==> src/rtl/fwd_pkg.sv <==
// Shared types and helpers for the forwarding scoreboard: pipeline tag layout,
// the register-file select code and the select-width / producer helpers.
package fwd_pkg;

  // Widest register address a tag can carry; narrower addresses are zero-extended.
  localparam int FWD_RD_MAXW = 8;
  localparam int FWD_SEL_RF  = 0;

  typedef struct packed {
    logic                   valid;
    logic [FWD_RD_MAXW-1:0] rd;
    logic                   regwrite;
    logic                   memtoreg;
  } fwd_tag_t;

  function automatic int fwd_selw(input int depth);
    return $clog2(depth + 1);
  endfunction

  function automatic logic fwd_is_producer(input fwd_tag_t t);
    return t.valid && t.regwrite && (t.rd != '0);
  endfunction

endpackage

==> src/rtl/fwd_src_match.sv <==
// Priority encoder for one source operand: returns the youngest post-EX stage
// whose tag produces the source register, or the register-file code.
module fwd_src_match
  import fwd_pkg::*;
#(
  parameter int DEPTH  = 2,
  parameter int REG_AW = 5,
  parameter int SELW   = fwd_selw(DEPTH)
) (
  input  logic                    en_i,
  input  logic [REG_AW-1:0]       src_i,
  input  fwd_tag_t [DEPTH-1:0]    tags_i,
  output logic [SELW-1:0]         sel_o
);

  logic [FWD_RD_MAXW-1:0] src_ext;
  logic [DEPTH-1:0]       unused_memtoreg;

  assign src_ext = FWD_RD_MAXW'(src_i);

  // NOTE: every always_comb output gets a default before any branch, so no latch is inferred.
  always_comb begin
    sel_o = SELW'(FWD_SEL_RF);
    if (en_i) begin
      // Scan oldest to youngest so the youngest match is the last write and wins.
      for (int k = DEPTH; k >= 1; k--) begin
        if (fwd_is_producer(tags_i[k-1]) && (tags_i[k-1].rd == src_ext)) begin
          sel_o = SELW'(k);
        end
      end
    end
  end

  always_comb begin
    unused_memtoreg = '0;
    for (int k = 0; k < DEPTH; k++) begin
      unused_memtoreg[k] = tags_i[k].memtoreg;
    end
  end

endmodule

==> src/rtl/fwd_scoreboard.sv <==
// Forwarding and load-use hazard unit built on a tag pipeline of in-flight
// destinations. Define FWD_STATS_EN to add the stall/forward event counters.
module fwd_scoreboard
  import fwd_pkg::*;
#(
  parameter int NUM_SRC    = 2,
  parameter int DEPTH      = 2,
  parameter int REG_AW     = 5,
  parameter int LOAD_READY = 2,
  localparam int SELW      = fwd_selw(DEPTH)
) (
  input  logic                      clk,
  input  logic                      rst_n,
  input  logic                      id_valid,
  input  logic [REG_AW-1:0]         id_rd,
  input  logic                      id_regwrite,
  input  logic                      id_memtoreg,
  input  logic [NUM_SRC*REG_AW-1:0] id_rs,
  input  logic                      flush,
  input  logic                      hold,
  output logic                      stall_out,
  output logic [NUM_SRC*SELW-1:0]   fwd_sel
`ifdef FWD_STATS_EN
  ,
  output logic [31:0]               stall_cnt,
  output logic [31:0]               fwd_cnt
`endif
);

  // tag_q[0] mirrors ID/EX, tag_q[k] mirrors post-EX stage k.
  fwd_tag_t [DEPTH:0]          tag_q, tag_d;
  logic [NUM_SRC*REG_AW-1:0]   rs_q, rs_d;
  logic                        load_use;

  always_comb begin
    load_use = 1'b0;
    for (int k = 0; k <= LOAD_READY - 2; k++) begin
      for (int i = 0; i < NUM_SRC; i++) begin
        if (fwd_is_producer(tag_q[k]) && tag_q[k].memtoreg &&
            (tag_q[k].rd == FWD_RD_MAXW'(id_rs[i*REG_AW +: REG_AW]))) begin
          load_use = 1'b1;
        end
      end
    end
  end

  assign stall_out = id_valid && load_use;

  always_comb begin
    tag_d = tag_q;
    rs_d  = rs_q;
    if (!hold) begin
      for (int k = 1; k <= DEPTH; k++) begin
        tag_d[k] = tag_q[k-1];
      end
      if (stall_out || flush) begin
        tag_d[0] = '0;
      end else begin
        tag_d[0].valid    = id_valid;
        tag_d[0].rd       = FWD_RD_MAXW'(id_rd);
        tag_d[0].regwrite = id_regwrite;
        tag_d[0].memtoreg = id_memtoreg;
        rs_d              = id_rs;
      end
    end
  end

  // NOTE: state is updated with non-blocking assignments so every stage samples the pre-edge values.
  always_ff @(posedge clk or negedge rst_n) begin
    if (!rst_n) begin
      // NOTE: the tag pipeline is a handful of flops, not a RAM, so it is cleared on reset in full.
      tag_q <= '0;
      rs_q  <= '0;
    end else begin
      tag_q <= tag_d;
      rs_q  <= rs_d;
    end
  end

  for (genvar i = 0; i < NUM_SRC; i++) begin : g_src
    fwd_src_match #(
      .DEPTH  (DEPTH),
      .REG_AW (REG_AW),
      .SELW   (SELW)
    ) u_match (
      .en_i   (tag_q[0].valid),
      .src_i  (rs_q[i*REG_AW +: REG_AW]),
      .tags_i (tag_q[DEPTH:1]),
      .sel_o  (fwd_sel[i*SELW +: SELW])
    );
  end

`ifdef FWD_STATS_EN
  logic [31:0] stall_cnt_q, fwd_cnt_q;

  always_ff @(posedge clk or negedge rst_n) begin
    if (!rst_n) begin
      stall_cnt_q <= '0;
      fwd_cnt_q   <= '0;
    end else if (!hold) begin
      if (stall_out) stall_cnt_q <= stall_cnt_q + 32'd1;
      if (|fwd_sel)  fwd_cnt_q   <= fwd_cnt_q + 32'd1;
    end
  end

  assign stall_cnt = stall_cnt_q;
  assign fwd_cnt   = fwd_cnt_q;
`endif

endmodule

==> config.mk <==
export PLATFORM = sky130hd
export DESIGN_NAME = fwd_scoreboard
export DESIGN_NICKNAME = d
export VERILOG_FILES = /design/src/rtl/fwd_pkg.sv /design/src/rtl/fwd_src_match.sv /design/src/rtl/fwd_scoreboard.sv
export SDC_FILE = /design/constraint.sdc
export NUM_CORES = 1
export LEC_CHECK = 0
export ABC_AREA = 1
export CAP_MARGIN = 10
export CORE_ASPECT_RATIO = 0.6
export CORE_UTILIZATION = 47
export CTS_CLUSTER_DIAMETER = 30
export DETAILED_ROUTE_END_ITERATION = 10
export PLACE_DENSITY = 0.71
export SYNTH_ARGS = -nofsm -noshare
export SYNTH_HDL_FRONTEND = slang
export SYNTH_SLANG_ARGS = --single-unit
==> constraint.sdc <==
create_clock -name clk -period 1.8 [get_ports clk]
set_input_delay 0.45 -clock clk [delete_from_list [all_inputs] [get_ports clk]]
set_output_delay 0.45 -clock clk [all_outputs]
set_load 0.03 [all_outputs]
# [Yosys cells after proc, flatten, opt, wreduce, memory -nomap -nowiden]
# Index checks and enable logic that the tools add are counted.
[word_totals] register_bits=41 input_bits=22 out_inout_bits=5 elab_cells=47
[classes] eq_ne=6 n_mux=9 n_bitwise=2 n_reduce_logical=19
[op_table] operator="$eq 8x5->1" count=6
[op_table] operator="$reduce_bool 8->1" count=3
[op_table] operator="$logic_and 1x1->1" count=14
[op_table] operator="$mux 2" count=6
[op_table] operator="$mux 11" count=1
[op_table] operator="$mux 1" count=2
[op_table] operator="$not 1->1" count=2
[op_table] operator="$reduce_and 2->1" count=1
[op_table] operator="$logic_or 1x1->1" count=1

# [Depth between registers and ports, before layout]
[depth] depth_word=10 mapped_depth=11

# [Modules after synthesis]
# A second synthesis with hierarchy kept.
[unflattened] cells_unflattened=319 area_unflattened_um2=2155.8
[modules_own_cells] module="fwd_scoreboard" n_inst=1 cells_each=181 area_each_um2=1535.2 seq_area_each_um2=850.8
[modules_own_cells] module="fwd_src_match" n_inst=2 cells_each=69 area_each_um2=310.3 seq_area_each_um2=0.0

# [Least setup slack after synthesis]
# Ideal clock, no wire load.
[synth_path] kind="register to output" startpoint="register tag_q[17] (netlist bit)" endpoint="output port fwd_sel[2]" arrival_time_ns=1.638 required_ns=1.350 path_slack_ns=-0.288 stages_incl_launch_ff=4 n_path_buf=0 cell_sequence="dfrtp_1 xor2_1 nand3b_1 nor4_1"
[synth_via] elab_chain_len=5 elab_cells_between_ends=6 cone_classes="eq/ne (1); mux (2); reduce/logical (3)"
[synth_lines] element="start: declaration" line_no="fwd_scoreboard.sv:31" source="fwd_tag_t [DEPTH:0] tag_q, tag_d;"
[synth_lines] element="start signal: assignment" line_no="fwd_scoreboard.sv:75" source="tag_q <= tag_d;"
[synth_lines] element="$reduce_bool 8->1" line_no="fwd_pkg.sv:21" source="return t.valid && t.regwrite && (t.rd != '0);"
[synth_lines] element="$logic_and 1x1->1" line_no="fwd_pkg.sv:21"
[synth_lines] element="$logic_and 1x1->1 *" line_no="fwd_src_match.sv:27" source="if (fwd_is_producer(tags_i[k-1]) && (tags_i[k-1].rd == src_ext)) begin"
[synth_lines] element="$mux 2 *" line_no="fwd_src_match.sv:27"
[synth_lines] element="$mux 2 *" line_no="fwd_src_match.sv:24" source="if (en_i) begin"
[synth_lines] element="end: declaration" line_no="fwd_scoreboard.sv:22" source="output logic [NUM_SRC*SELW-1:0] fwd_sel"
# Every way passes the cells marked *; elsewhere a longest branch is shown, timed or not.

# [Worst setup path after layout]
[layout_path] startpoint="register rs_q[1]" endpoint="output port fwd_sel[1]"
[layout_via] elab_chain_len=5 elab_cells_between_ends=7 cone_classes="eq/ne (2); mux (3); reduce/logical (2)"
[layout_lines] element="start: declaration" line_no="fwd_scoreboard.sv:32" source="logic [NUM_SRC*REG_AW-1:0] rs_q, rs_d;"
[layout_lines] element="start signal: assignment" line_no="fwd_scoreboard.sv:76" source="rs_q <= rs_d;"
[layout_lines] element="$eq 8x5->1" line_no="fwd_src_match.sv:27"
[layout_lines] element="$logic_and 1x1->1" line_no="fwd_src_match.sv:27"
[layout_lines] element="$mux 2" line_no="fwd_src_match.sv:27"
[layout_lines] element="$mux 2 *" line_no="fwd_src_match.sv:27"
[layout_lines] element="$mux 2 *" line_no="fwd_src_match.sv:24"
# Marks and branches as above.

==> metrics.txt <==
most common cell after layout, fill and taps aside=nand2_1; delay-heaviest family, CP=flip-flops; Placer Congestion=0.8984; via/cell ratio=5.073; Antenna diodes=0; Slew Limit Fails=0; CTS sink count=32; final-report setup violation count=5; Hold Crit Start=tag_q[1]; area of the multi-input gates=904.6 um^2; unrepaired setup endpoints after global routing=yes; CTS tree=done; CP cell instances=xnor2_1, nand2_2, nor4_1, nor2_1, buf_4; Vias=1608; TritonCTS Buffers=5; # fillers=309; Mapped Nets=253; CP startpoint=rs_q[1]; Post-synth top flop=dfrtp_1; Setup CP Type=reg2out; Worst Max-Slew Pin Slew=0.4030 ns; worst-skew pair later-pin latency=0.29 ns; Final WS setup=-0.1683 ns; FMAX=508.1 MHz; Hold/Removal Path Class=reg2reg; Power Dens Cells=827.5 nW/um^2; Syn Std Cell Area=1768 um^2; register area share after synthesis=45.29%; initial antenna violation count=0; Nets=294; CTS root buffer=clkbuf_8; clock skew=0.005540 ns; number of global-route vias before repair=1456; Die Ht=49.51 um; RR Startpoint=tag_q[6]; DRT Wirelength=4225 um; leak pwr=0.001172 uW; fin crit share=109.3%; Cells after Synth=231; First-pass DRT Iterations=4; Longest Clk Path Bufs=2; Placed Cells=304; total global-route track usage=24.42%; number of synthesis warnings=0; P&R area growth vs syn=31.42%; Synth area leaders=dfrtp_1 45%, nand2_1 17%, nand3_1 7.9%, xnor2_1 5.9%, inv_1 5.1%; Critical Path AT=1.52 ns; CP Max Fanout=4; core area=3423 um^2; share of Yosys cell area claimed by the top area cell type=45.29%; drt wl/cell=13.33 um; depth of the CTS H-tree=2; Chip Width=81.18 um; most frequent cells in the layout=77 x nand2_1, 27 x nand3_1, 25 x dfrtp_1, 20 x inv_1, 18 x buf_4; Worst EP required=1.35 ns; Die ar.=4019 um^2; 1st-iter DRT viols=106; I/O Pins=27; worst vdd ir=0.5999 mV; Final Hold Viols=0; PortBufs=26; leading area contributor after synthesis=dfrtp_1; violated checks=setup timing; first-pass GRT wire length=7113 um; row count=16; Reg area=809.5 um^2; Clk pin slew, worst setup/hold paths=0.07 ns; Async SR Flop Fraction=100.0%; largest net degree at the start of global routing=33; GRT Residual Overflow=0; Detailed Place HPWL=3098 um; Slowest cell on crit path=dfrtp_2; Remaining DRCs=0; number of synthesized flops with an enable pin=0; Syn Area/Cell=7.653 um^2; #FFs+latches synth=32; worst slack, placed=-0.3939 ns; Max-Cap Viols=0; slowest cell delay on critical path=0.44 ns; crit path launch type=flip-flop; Cell variety after synth=25; Worst slew margin=73.14%; minimum clock period=1.968 ns; non-filler cells, final=317; initial core utilization=51.64%; share of layout cells above drive strength 1=20.96%; Worst setup EP type=output pin; CTS Hold Bufs=0; post-route ant nets=0; status=complete, but fails checks; worst path buffer plus inverter count=1
logic make-up (layout without fill, tap and decap cells):
family	Yosys count	after routing	share of synthesized area, %
compound gates	17	17	5.025
xor+xnor	17	17	8.422
buf+inv	32	73	7.431
flops	32	32	45.29
mux	2	2	1.274
simple gates	131	131	32.55
path summary, 6_finish.rpt:
kind | end | slack, ns | cells after the start
max | fwd_sel[1] | -0.17 | 5
min | tag_q[1] | 0.50 | 2
max reg2reg | rs_q[9] | 0.26 | 11
min reg2reg | tag_q[1] | 0.50 | 2
max in group asynchronous | tag_q[2] | 0.92 | 2
min in group asynchronous | rs_q[1] | 0.56 | 2
synthesized netlist by cell type (all sizes together), types with 2 or more instances:
master	number
a21oi	3
xor2	5
nor4	2
dfrtp	32
o21ai	12
xnor2	12
nor2	12
nand2	80
nand3	28
inv	25
clkbuf	2
nand4	2
buf	5
mux2	2
nor3	4
worst reg2reg max path, delay by kind of cell (launching register included):
kind / cells / cell delay (ns)
buffers and inverters: 2 / 0.38
flip-flops: 1 / 0.41
AND/OR/NAND/NOR: 9 / 0.65
layout make-up:
| type | instances | share of cell area (%) |
|---|---|---|
| clock buffers | 7 | 4.146 |
| flip-flops and latches | 32 | 34.84 |
| well taps | 45 | 2.423 |
| repair buffers | 41 | 15.62 |
| inverters | 25 | 4.039 |
| multi-input cells | 167 | 38.93 |
report_power, final:
| group | total (uW) | internal, uW | switching [uW] |
|---|---|---|---|
| combinational | 422 | 203 | 219 |
| clock | 604 | 340 | 264 |
| sequential | 897 | 798 | 98.9 |
registers in the layout (all words and copies together), names as in the netlist:
| name | flops |
|---|---|
| tag_q | 22 |
| rs_q | 10 |
through the flow:
| step | power [uW] | util, % | setup TNS [ns] | cell area, um^2 | hold WS [ns] |
|---|---|---|---|---|---|
| after detailed placement | 1276 | 62.10 | -4.713 | 2126 | 0.4823 |
| after global routing | 2035 | 67.87 | -1.147 | 2323 | 0.5252 |
| after global placement | 1271 | 62.10 | -4.050 | 2126 | 0.4543 |
| after CTS | 1901 | 66.23 | -0.7137 | 2267 | 0.4986 |
| final | 1923 | 67.87 | -0.6824 | 2323 | 0.5032 |
| after floorplan | 1115 | - | 0 | 1779 | 0.1544 |
per-layer routing:
layer  global-route usage (%)  up-vias  wire, um
met2                    31.65       50      1703
met5                        0        -         0
met3                    6.481        5       294
met1                    37.65      742      2181
li1                         -      811         -
met4                    9.524        0        46
timing repair:
action,4_1_cts,5_1_grt
gates cloned,0,0
gates resized for setup,24,11
buffers inserted,3,3
pin swaps,6,7
endpoints found under the setup margin,5,5
Note: power is estimated with default switching activity, not from simulation.
